<file path="src/rtl/fifo_uart_tx_if.sv">
// fifo_uart_tx_if: control, FIFO read port and serial outputs of fifo_uart_tx
interface fifo_uart_tx_if #(
  parameter int DATA_WIDTH = 8,
  parameter int DIV_WIDTH  = 16
);
  logic                  tx_en;
  logic [DIV_WIDTH-1:0]  baud_div;
  logic                  fifo_empty;
  logic [DATA_WIDTH-1:0] fifo_rdata;
  logic                  fifo_ren;
  logic                  txd;
  logic                  tx_busy;
  logic                  tx_done;
  modport master (
    input  tx_en, baud_div, fifo_empty, fifo_rdata,
    output fifo_ren, txd, tx_busy, tx_done
  );
  modport slave (
    output tx_en, baud_div, fifo_empty, fifo_rdata,
    input  fifo_ren, txd, tx_busy, tx_done
  );
endinterface

</file>
<file path="src/rtl/fifo_uart_tx.sv">
// fifo_uart_tx: UART transmitter fed from a sync FIFO; define FIFO_UART_TX_PARITY_EN to add an even parity bit
module fifo_uart_tx #(
  parameter int DATA_WIDTH = 8,
  parameter int DIV_WIDTH  = 16
) (
  input logic            clk,
  input logic            rst,
  fifo_uart_tx_if.master bus
);
  localparam int BW = $clog2(DATA_WIDTH) + 1;
`ifdef FIFO_UART_TX_PARITY_EN
  typedef enum logic [2:0] {IDLE, FETCH, START, DATA, PARITY, STOP} state_t;
  localparam state_t POST_DATA = PARITY;
`else
  typedef enum logic [2:0] {IDLE, FETCH, START, DATA, STOP} state_t;
  localparam state_t POST_DATA = STOP;
`endif
  state_t                r_state, w_state_nxt;
  logic [DIV_WIDTH-1:0]  r_div, r_cnt;
  logic [BW-1:0]         r_bits;
  logic [DATA_WIDTH-1:0] r_shift, w_shift_nxt;
  logic                  r_txd, w_txd_nxt, w_ren, w_fetch, w_bit_end, w_last_bit;
`ifdef FIFO_UART_TX_PARITY_EN
  logic                  r_par;
`endif
  // a fetch is only allowed outside reset, when enabled and the FIFO has data
  assign w_fetch    = !rst && bus.tx_en && !bus.fifo_empty;
  assign w_bit_end  = r_cnt == '0;
  assign w_last_bit = r_bits == BW'(DATA_WIDTH - 1);
  assign bus.fifo_ren = w_ren;
  assign bus.txd      = r_txd;
  assign bus.tx_busy  = r_state != IDLE;
  assign bus.tx_done  = r_state == STOP && w_bit_end;
  // state register
  always_ff @(posedge clk or posedge rst) begin
    if (rst) r_state <= IDLE;
    else     r_state <= w_state_nxt;
  end
  // next state, FIFO strobe, next shift value and the txd level of the next cycle
  always_comb begin
    w_state_nxt = r_state;
    w_ren       = 1'b0;
    w_shift_nxt = r_shift;
    case (r_state)
      IDLE: begin
        w_ren       = w_fetch;
        w_state_nxt = w_fetch ? FETCH : IDLE;
      end
      FETCH: begin
        w_shift_nxt = bus.fifo_rdata;
        w_state_nxt = START;
      end
      START: w_state_nxt = w_bit_end ? DATA : START;
      DATA: begin
        w_shift_nxt = (w_bit_end && !w_last_bit) ? r_shift >> 1 : r_shift;
        w_state_nxt = (w_bit_end && w_last_bit) ? POST_DATA : DATA;
      end
`ifdef FIFO_UART_TX_PARITY_EN
      PARITY: w_state_nxt = w_bit_end ? STOP : PARITY;
`endif
      STOP: begin
        w_ren       = w_bit_end && w_fetch;
        w_state_nxt = w_bit_end ? (w_fetch ? FETCH : IDLE) : STOP;
      end
      default: w_state_nxt = IDLE;
    endcase
    w_txd_nxt = (w_state_nxt == DATA) ? w_shift_nxt[0] : (w_state_nxt != START);
`ifdef FIFO_UART_TX_PARITY_EN
    if (w_state_nxt == PARITY) w_txd_nxt = r_par;
`endif
  end
  // datapath: registered txd, shift register, bit timer and data bit counter
  always_ff @(posedge clk or posedge rst) begin
    if (rst) begin
      r_txd   <= 1'b1;
      r_shift <= '0;
      r_div   <= '0;
      r_cnt   <= '0;
      r_bits  <= '0;
`ifdef FIFO_UART_TX_PARITY_EN
      r_par   <= 1'b0;
`endif
    end else begin
      r_txd   <= w_txd_nxt;
      r_shift <= w_shift_nxt;
      if (r_state == FETCH) begin
        r_div  <= bus.baud_div;
        r_cnt  <= bus.baud_div;
        r_bits <= '0;
`ifdef FIFO_UART_TX_PARITY_EN
        r_par  <= ^bus.fifo_rdata;
`endif
      end else if (r_state != IDLE) begin
        r_cnt <= w_bit_end ? r_div : r_cnt - 1'b1;
        if (r_state == DATA && w_bit_end) r_bits <= r_bits + 1'b1;
      end
    end
  end
endmodule

</file>
<file path="src/flat_wrapper.sv">
// flat-port wrapper written by rule: the top's interface ports become plain ports
module fifo_uart_tx_flat 
#(
  parameter int DATA_WIDTH = 8,
  parameter int DIV_WIDTH  = 16
)
  (clk, rst, bus_tx_en, bus_baud_div, bus_fifo_empty, bus_fifo_rdata, bus_fifo_ren, bus_txd, bus_tx_busy, bus_tx_done);
  fifo_uart_tx_if #(.DATA_WIDTH(DATA_WIDTH), .DIV_WIDTH(DIV_WIDTH)) bus_i ();
  input logic clk;
  input logic rst;
  input wire logic [$bits(bus_i.tx_en)-1:0] bus_tx_en;
  input wire logic [$bits(bus_i.baud_div)-1:0] bus_baud_div;
  input wire logic [$bits(bus_i.fifo_empty)-1:0] bus_fifo_empty;
  input wire logic [$bits(bus_i.fifo_rdata)-1:0] bus_fifo_rdata;
  output wire logic [$bits(bus_i.fifo_ren)-1:0] bus_fifo_ren;
  output wire logic [$bits(bus_i.txd)-1:0] bus_txd;
  output wire logic [$bits(bus_i.tx_busy)-1:0] bus_tx_busy;
  output wire logic [$bits(bus_i.tx_done)-1:0] bus_tx_done;
  assign bus_i.tx_en = bus_tx_en;
  assign bus_i.baud_div = bus_baud_div;
  assign bus_i.fifo_empty = bus_fifo_empty;
  assign bus_i.fifo_rdata = bus_fifo_rdata;
  assign bus_fifo_ren = bus_i.fifo_ren;
  assign bus_txd = bus_i.txd;
  assign bus_tx_busy = bus_i.tx_busy;
  assign bus_tx_done = bus_i.tx_done;
  fifo_uart_tx #(.DATA_WIDTH(DATA_WIDTH), .DIV_WIDTH(DIV_WIDTH)) u_core (.clk(clk), .rst(rst), .bus(bus_i));
endmodule
</file>
<file path="config.mk">
export PLATFORM = sky130hd
export DESIGN_NAME = fifo_uart_tx_flat
export DESIGN_NICKNAME = d
export VERILOG_FILES = /design/src/rtl/fifo_uart_tx_if.sv /design/src/rtl/fifo_uart_tx.sv /design/src/flat_wrapper.sv
export SDC_FILE = /design/constraint.sdc
export NUM_CORES = 1
export LEC_CHECK = 0
export CORE_ASPECT_RATIO = 1.1
export CORE_MARGIN = 4
export CORE_UTILIZATION = 50
export DETAILED_ROUTE_END_ITERATION = 10
export PLACE_DENSITY_LB_ADDON = 0.1
export SLEW_MARGIN = 20
export SYNTH_ARGS = -nofsm -noshare
export SYNTH_HDL_FRONTEND = slang
export SYNTH_SLANG_ARGS = --single-unit
</file>
<file path="constraint.sdc">
create_clock -name clk -period 2.78 [get_ports clk]
set_input_delay 0.695 -clock clk [delete_from_list [all_inputs] [get_ports clk]]
set_output_delay 0.695 -clock clk [all_outputs]
set_load 0.01 [all_outputs]
</file>
==> key figures <==
Finish
  – Diodes inserted: 0
  – Fin cells: 407
  – Area Growth Syn to Fin: 25.7%
  – Layout cells sized above 1: 18.9%
  – Count of nets after finishing: 378
  – Final core utilization: 65.4%
  – Post-Layout Inst Area: 3310 µm²

Die
  – I/O Pins: 32
  – # rows: 27
  – Die Wd: 77.2 µm
  – Die ar.: 6500 µm²
  – Core area: 5070 µm²
  – Starting Density: 52.0%
  – Die Ht: 84.2 µm

Power
  – Power density over cell area: 767 nW/µm²
  – P_leak: 1.50 nW
  – Max IR drop VDD: 0.447 mV

Synthesis
  – Seq cells post-synth: 48
  – Multiplexer area fraction after synthesis: 1.57%
  – Area share of and/or/nand/nor cells after synthesis: 26.1%
  – YS warnings: 0
  – Distinct cells, synth: 54
  – Synth Flop Type: dfrtp_1
  – Syn_area_per_cell: 9.06 µm²
  – Syn Std Cell Area: 2640 µm²
  – Post-synthesis adder-cell area fraction: 0.949%
  – Largest family of logic cells by synthesized area: simple AND/OR/NAND/NOR gates
  – Syn Nets: 321
  – Compound-Gate Fraction of Synth Area: 20.4%
  – Post-synth ARST share: 100%
  – Gate Count Post-Synth: 291
  – Register area share after synthesis: 45.6%
  – Number of flops mapped to enable cells by yosys: 0
  – Post-Synth XOR/XNOR Area: 1.66%

STA
  – Final setup vio count: 0
  – F_max: 0.385 GHz
  – Final min period: 2600 ps
  – RSZ-0062 raised after global routing: false
  – Period utilization: 93.4%
  – Layout Skew: 7.41 ps
  – Hold Slack: 480 ps
  – Final worst slack: 184 ps
  – Slew Limit Headroom: 60.3%
  – Fin. max-slew vios: 0
  – Worst Max-Slew Pin Slew: 594 ps
  – Final Hold Fails: 0

Worst setup path
  – Crit path max-delay family: buffers and inverters
  – WP buf/inv: 10
  – Crit path largest cell delay: 410 ps
  – Critical Path Start Type: flip-flop
  – Critical R2R Launch: u_core.r_cnt[1]
  – CP Capture Type: flip-flop
  – CP cell instances: inv_2 -> ha_4 -> nor3b_4 -> nand4b_1 -> buf_4 -> buf_4 -> buf_4 -> buf_4 -> buf_4 -> buf_4 -> buf_4 -> buf_4 -> buf_4 -> o22ai_2 -> o2bb2ai_1 -> o21ai_1
  – Critical Path RT: 2950 ps
  – Worst R2R Path Depth: 16
  – Slowest CP cell: dfrtp_1
  – Critical Path AT: 2770 ps
  – Critical R2R Capture: u_core.r_cnt[9]
  – Top fanout value on the critical path: 4
  – FF-to-FF setup slack: 180 ps
  – CP Class: reg2reg
  – Stages on worst setup path: 16
  – CP most frequent cell: buf_4

Clock tree
  – Clock slew at reported path FFs: 90 ps
  – CTS sink count: 48
  – Clk root buf: clkbuf_8
  – Clock buffer depth: 2
  – H-tree depth: 2
  – Clk_lat worst skew: 310 ps
  – CTS Buf Count: 5
  – CTS Hold Buffers Added: 0
  – TritonCTS clock tree: built

Detailed routing
  – Final ANT Viol Nets: 0
  – Drt wl/cell: 15.8 µm
  – Drt first-iter violations: 200
  – DRC: 0
  – Vias per inst: 5.81
  – Total number of vias: 2366
  – Iteration count of the initial detailed-routing pass: 4
  – Final WL: 6430 µm

Global route
  – GRT Util Overall: 20.9%
  – Antenna violations before repair: 0
  – Largest net degree at the start of global routing: 37
  – Vias in the first global route: 2378
  – Total global routing overflow: 0
  – First-pass GRT wire length: 11200 µm

Place
  – Gpl congestion: 0.895
  – Dpl cell area: 3110 µm²
  – Post-DP HPWL: 4380 µm
  – Pre-CTS setup slack: -150 ps
  – I/O Buffers: 31
  – Cells after DPL: 388

Min path
  – Hold Startpoint: u_core.r_div[4]
  – Worst hold path type: reg2reg
  – Hold Crit Endpoint: u_core.r_div[4]
  – Hold depth: 2

Flow run
  – Max_cap viols: 0

Run status
  – Status: finished clean
==> worst max-delay path by stage <==
stage,slack (ps),endpoint,startpoint
global route,40,u_core.r_cnt[11],u_core.r_cnt[1]
global placement,-40,bus_fifo_ren,rst
floorplan,470,bus_fifo_ren,u_core.r_cnt[0]
detailed placement,-150,bus_fifo_ren,rst
finish,180,u_core.r_cnt[9],u_core.r_cnt[1]
CTS,-30,u_core.r_cnt[9],u_core.r_cnt[1]
==> synthesized netlist by cell type (3+ instances only) <==
master	count	share of area (%)
xnor2_1	3	1.0
dfrtp_1	47	45
a21o_1	9	2.6
o21ai_1	9	1.7
o22ai_1	4	0.95
mux2i_1	3	1.1
o211ai_1	5	1.4
nor2_1	23	3.3
a211oi_1	3	0.85
a22o_1	7	2.3
buf_2	5	0.95
inv_1	11	1.6
a21oi_1	10	1.9
nand2_1	61	8.7
clkbuf_1	5	0.71
nand2b_1	4	0.95
nor3b_2	3	1.4
nor4_2	5	2.4
nand3_1	3	0.57
nor3_1	6	1.1
o21ai_0	16	3.0
a31oi_1	9	2.1
==> stage by stage <==
stage	power [mW]	setup TNS (ps)
2_1_floorplan	1.78	0
3_3_place_gp	2.02	-42.8
3_5_place_dp	2.05	-150
4_1_cts	2.53	-31.5
5_1_grt	2.75	0
6_report	2.54	0
==> logic make-up after synthesis <==
group	count (synthesis)
xor gates and xnor gates	5
buffers and inverters	23
muxes	4
DFF	48
AOI/OAI and AO/OA	82
and+or+nand+nor	127
adders and majority gates	2
==> cell type report <==
class,instances,area (µm²)
multi-input combinational,220,1370
timing repair buffer,62,537
tap,58,72.6
sequential,48,1200
inverter,11,41.3
clock inverter,2,10.0
clock buffer,6,82.6
fill,451,1750
==> metal layers <==
layer	global-route usage [%]	vias to the layer above	wire, µm	share of wire, %
met1	27.9	1149	3020	47
met5	0	-	0	0
met3	4.40	7	315	4.9
met4	5.50	0	71	1.1
li1	-	1152	-	-
met2	34.6	58	3030	47
==> worst reg2reg max path: stages (launching register included) <==
cell and delay [ps]:
dfrtp_1 410, inv_2 90, ha_4 140, nor3b_4 200, nand4b_1 140, buf_4 160, buf_4 120, buf_4 120
buf_4 120, buf_4 110, buf_4 120, buf_4 120, buf_4 120, buf_4 140, o22ai_2 150, o2bb2ai_1 130
o21ai_1 70
==> flip-flops by register name (all words and copies together) (netlist names) <==
register and flops:
u_core.r_cnt 16, u_core.bus.txd 1, u_core.r_bits 4, u_core.r_state 3, u_core.r_div 16, u_core.r_shift 8
==> repair_timing <==
action                     CTS  global route
pin swaps                    1             3
resized for setup           10             4
setup buffers               10             3
setup endpoints to repair    2             2
==> where the power goes <==
group	switching, mW	internal (mW)	leakage [nW]
clock	0.242	0.199	0.0510
combinational	0.418	0.439	0.872
sequential	0.252	0.994	0.577
total	0.911	1.63	1.50
==> layout by cell type (no fill, tap or decap), types with 4 or more instances in the layout <==
cell type,count
a31oi_1,9
nor3_1,6
nand2b_1,4
a21o_1,9
nor4_2,5
a22o_1,7
buf_4,31
a21oi_1,10
nor2_1,23
dfrtp_1,47
clkbuf_8,6
o211ai_1,5
nand2_1,61
inv_1,8
o21ai_0,14
o21ai_1,10
clkdlybuf4s50_1,29
No activity file was read; power rests on OpenSTA's default activity.
==> variant 1, RTL diff (same settings) <==
Build with the macro `FIFO_UART_TX_PARITY_EN` defined.
--- a/src/rtl/fifo_uart_tx.sv
+++ b/src/rtl/fifo_uart_tx.sv
@@ -1,4 +1,6 @@
 // fifo_uart_tx: UART transmitter fed from a sync FIFO; define FIFO_UART_TX_PARITY_EN to add an even parity bit
+`define FIFO_UART_TX_PARITY_EN
+
 module fifo_uart_tx #(
   parameter int DATA_WIDTH = 8,
   parameter int DIV_WIDTH  = 16
Check against the original RTL: no difference found for any inputs over 10 cycles, from zero or initial values and one cycle with rst high; that may be too few to reach the edited logic, so the function may still have changed.
==> variant 1 against the original RTL <==
- sequential share of layout area shrank 1.5 points
- power is 16% higher
- synthesized area rose by 7.0%
- routed wire length grew 11%
- global-route usage increased by 1.6 points
- worst setup slack got worse by 0.11 ns
- cell area is 6.5% higher
- maximum frequency decreased by 4.1%
- register-to-register slack improved by 0.36 ns
- sequential cell count up 1
==> variant 1: results (changes against the original RTL) <==
Placement
  • Placed cell area: 3383 um^2 (+8.8%)
  • Pre-CTS WS: -0.05861 ns (+0.09161 ns)
  • Routability-driven placement congestion ratio: 0.8112 (-9.3%)
  • Detailed Place HPWL: 5153 um (+18%)

Logic synthesis
  • Xor and xnor area share after synthesis: 0.03415 (+0.01754)
  • Mux cell area share after synthesis: 0.02971 (+0.01405)
  • Sequential-to-total area share from yosys stat: 0.4350 (-0.02107)
  • Leading post-synthesis cells by cell area: dfrtp_1, nand2_1, o21ai_0
  • Top post-synthesis cells by count: nand2_1, dfrtp_1, o21ai_0, nor2_1, clkbuf_1
  • Post-synthesis compound-gate area fraction: 0.1765 (-0.02711)
  • Synth Area in Adders: 0.008869 (-0.0006230)
  • Syn Nets: 347 (+8.1%)

Power and ir drop
  • Power Dens Cells: 839.1 nW/um^2 (+9.3%)
  • Static Leak: 1.556 nW (+3.7%)
  • Peak VDD IR: 0.0004418 V (-1.2%)

Setup path
  • Top cell family by delay on the critical path: simple AND/OR/NAND/NOR gates
  • Reg2reg setup slack: 0.54 ns (+0.36 ns)
  • Max FO, Critical Path: 2 (-2)
  • R2R depth: 9 (-7)
  • WP data arrival: 2.01 ns (-0.76 ns)
  • Worst setup path endpoint: bus_fifo_ren
  • Critical Path Max Stage Delay: 0.39 ns (-0.02 ns)
  • Worst Setup SP: u_core.r_cnt[0]

Global routing
  • First-pass GRT wire length: 12200 um (+9.3%)

Status
  • Status: finished, final reports clean

Layout
  • Layout Nets: 398 (+5.3%)
  • FILL cells: 478 (+6.0%)

STA
  • Normalized max-slew margin: 0.4640 (-0.1393)

Hold path
  • Hold endpoint: u_core.r_div[1]
  • Min-delay src: u_core.r_div[1]

Detailed routing
  • 1st-iter DRT viols: 101 (-50%)
variant 1: changes by cell type in the layout (fill, tap and decap cells not counted), sizes merged, moves of 7 or more:
cell   unedited run  this run
nand2            61        70
a21o              9         1
a221o             0         8
a31oi             9         2
and3              0         7
variant 1: cell type report:
cell class / instances / area share
Clock buffer: 5 / 0.01950
Tap cell: 75 / 0.02660
Timing Repair Buffer: 62 / 0.1560
Inverter: 8 / 0.008511
Sequential cell: 49 / 0.3479
Clock inverter: 3 / 0.01312
Multi-Input combinational cell: 242 / 0.4284
variant 1: worst reg2reg max path: cells and delay by family, from the launching register on:
kind	cells	cell delay, ns
adders and majority gates	1	0.19
AOI/OAI and AO/OA	3	0.70
and+or+nand+nor	2	0.35
DFF	1	0.39
buffers and inverters	3	0.51
variant 1: cells by family after synthesis:
logic type	Yosys count
DFF	49
adders and majority gates	2
muxes	8
xor gates and xnor gates	11
AOI/OAI and AO/OA	72
and+or+nand+nor	149
buffers and inverters	26
variant 1: per-stage QoR:
stage,hold WS [ns],cells
finish,0.4729,444
global route,0.5028,444
CTS,0.4757,443
detailed placement,0.4532,434
global placement,0.4526,434
floorplan,0.4369,317
variant 1: repair_timing:
item / in CTS / in global routing
setup buffers: 1 / 1
gates resized for setup: 6 / 2
setup endpoints to repair: 2 / 1
variant 1: power breakdown:
part	internal [mW]	switching, mW	leakage (nW)	total (mW)
Combinational	0.583	0.600	0.916	1.18
Sequential	1.02	0.235	0.586	1.25
Clock	0.270	0.255	0.0543	0.525
Total	1.87	1.09	1.56	2.96
variant 1: routing by layer:
layer / global-route usage / vias to the layer above / wire [um]
met3: 0.03222 / 5 / 320
met4: 0.05313 / 0 / 45
met5: 0 / - / 0
met1: 0.2917 / 1202 / 3142
met2: 0.3948 / 59 / 3645
li1: - / 1244 / -
==> variant 2, RTL diff (same flow settings) <==
Made on the original files. Reset style: synchronous (`rst`), changed in 2 clocked blocks.
--- a/src/rtl/fifo_uart_tx.sv
+++ b/src/rtl/fifo_uart_tx.sv
@@ -32,7 +32,7 @@
   assign bus.tx_busy  = r_state != IDLE;
   assign bus.tx_done  = r_state == STOP && w_bit_end;
   // state register
-  always_ff @(posedge clk or posedge rst) begin
+  always_ff @(posedge clk) begin
     if (rst) r_state <= IDLE;
     else     r_state <= w_state_nxt;
   end
@@ -70,7 +70,7 @@
 `endif
   end
   // datapath: registered txd, shift register, bit timer and data bit counter
-  always_ff @(posedge clk or posedge rst) begin
+  always_ff @(posedge clk) begin
     if (rst) begin
       r_txd   <= 1'b1;
       r_shift <= '0;
Formal check against the unedited RTL: differs if rst is asserted again (counterexample within 4 cycles, from zero or initial values and one cycle with rst high); with rst held inactive, the same outputs for 10 cycles.
==> variant 2 against the original RTL <==
- worst setup slack got worse by 0.032 ns
- synthesized area is 4.2% lower
- cell area fell by 7.8%
- routed wire length shrank 7.8%
- maximum frequency shrank 1.2%
- hold slack got worse by 0.020 ns
- die area down 3.8%
- sequential cell count stayed put
Power is not compared: it rests on default switching activity, and its combinational part moved more than twofold at a synthesized area within 25%.
==> variant 2: results (changes against the original RTL) <==
Detailed routing
  • Metal3 WL: 210 um (-33%)
  • Antenna viol nets, final: 0 (unchanged)
  • WL met2: 2698 um (-11%)
  • Vias per cell: 5.863 (+0.86%)
  • 1st-iter DRT viols: 102 (-49%)
  • Met1 WL: 2934 um (-2.7%)
  • Routed WL per cell: 15.28 um (-3.3%)

Logic synthesis
  • Ys Warns: 0 (unchanged)
  • Leading post-synthesis cells by cell area: dfxtp_1, nand2_1, a21oi_1
  • Yosys cell types: 58 (+7.4%)
  • Fraction of registers with async set/reset: 0 (-1.000)
  • Cell count after synthesis: 295 (+1.4%)
  • Top post-synthesis cells by count: dfxtp_1, nand2_1, a21oi_1, nor2_1, clkbuf_1
  • Sequential-to-total area share from yosys stat: 0.3804 (-0.07571)
  • Main synth FF type: dfxtp_1
  • Syn Nets: 325 (+1.2%)

Power and ir drop
  • Net Sw Power: 1.487 mW
  • Seq. pwr: around 0.9 mW
  • Overall Power: 3.333 mW
  • Comb pwr: 1.98 mW
  • Peak VDD IR: 0.0005985 V

Status
  • Status: finished, final reports clean

Hold path
  • Min-delay src: u_core.r_div[0]
  • Tightest Hold Check Type: flip-flop to flip-flop
  • Hold endpoint: u_core.r_div[0]

CTS
  • Worst-path clk slew: 0.08 ns
  • CTS H-tree depth: 2 (unchanged)
  • Clock Tree Buf Depth: 2 (unchanged)
  • CTS buffer count: 5 (unchanged)

Global routing
  • First-pass GRT wire length: 9584 um (-14%)
  • M3 GR Usage: 0.02906 (-0.01494)
  • GR Util met1: 0.2772 (-0.001345)
  • Antenna violations before repair: 0 (unchanged)
  • Vias in the first global route: 2052 (-14%)
  • Global Route Usage Sum: 0.1994 (-0.009232)
  • Met2 usage: 0.3065 (-0.03913)
  • Largest net degree at the start of global routing: 43 (+16%)

Placement
  • Routability-driven placement congestion ratio: 0.8086 (-9.6%)
  • Detailed Place HPWL: 4123 um (-5.9%)
  • Buffers on Ports: 31 (unchanged)
  • DP Cell Count: 380 (-2.1%)
  • Placed cell area: 2959 um^2 (-4.9%)

Setup path
  • Reg2reg end: u_core.r_shift[4]
  • Max FO, Critical Path: 5 (+1)
  • Reg2reg setup slack: 0.65 ns (+0.47 ns)
  • Worst r2r src: u_core.r_cnt[0]
  • Critical Path Max Stage Delay: 0.35 ns (-0.06 ns)
  • R2R depth: 10 (-6)
  • Slowest-stage cell, CP: dfxtp_1
  • Top cell family by delay on the critical path: buffers and inverters

Layout
  • Layout Nets: 361 (-4.5%)
  • Layout Cells excl Fill: 388 (-4.7%)
  • Layout cells sized above 1: 0.1596 (-0.02947)
  • Top Registers: u_core.r_cnt: 16 flops, u_core.r_div: 16 flops, u_core.r_shift: 8 flops

STA
  • Normalized max-slew margin: 0.5325 (-0.07082)
  • Final Skew: 0.008891 ns (+0.001483 ns)
## variant 2: cell families (layout without fill, tap and decap cells)
group / Yosys count / in the layout / synth area share
AOI/OAI and AO/OA: 84 / 84 / 0.2491
xor gates and xnor gates: 10 / 10 / 0.03467
adders and majority gates: 2 / 2 / 0.009904
buffers and inverters: 29 / 66 / 0.04953
DFF: 48 / 48 / 0.3804
muxes: 1 / 1 / 0.003963
and+or+nand+nor: 121 / 121 / 0.2724
## variant 2: what timing repair did
action / 4_1_cts / 5_1_grt
buffers inserted: 0 / 0
gates resized for setup: 4 / 0
setup endpoints to repair: 2 / 0
## variant 2: worst max-delay path by stage
| stage | startpoint | end | slack, ns | depth (start not counted) |
|---|---|---|---|---|
| after floorplan | u_core.r_cnt[0] | bus_fifo_ren | 0.19 | 7 |
| after global placement | rst | bus_fifo_ren | 0.13 | 5 |
| after detailed placement | rst | bus_fifo_ren | 0.1 | 5 |
| after CTS | u_core.r_cnt[0] | bus_fifo_ren | 0.15 | 8 |
| after global routing | u_core.r_cnt[0] | bus_fifo_ren | 0.01 | 8 |
| final | u_core.r_cnt[0] | bus_fifo_ren | 0.15 | 8 |
## variant 2: final cells by class
type                    count  area [um^2]
fillers                   433         1725
multi-input cells         218         1453
flip-flops and latches     48        960.9
repair buffers             50        450.4
clock buffers               6        82.58
well taps                  56        70.07
inverters                   8        30.03
clock inverters             2        10.01
## variant 2: per-stage QoR
| step | hold slack (ns) | worst slack, ns |
|---|---|---|
| after floorplan | 0.4332 | 0.1896 |
| after global placement | 0.4425 | 0.1323 |
| after detailed placement | 0.4481 | 0.09571 |
| after CTS | 0.4607 | 0.1459 |
| after global routing | 0.4774 | 0.01031 |
| final | 0.4599 | 0.1515 |
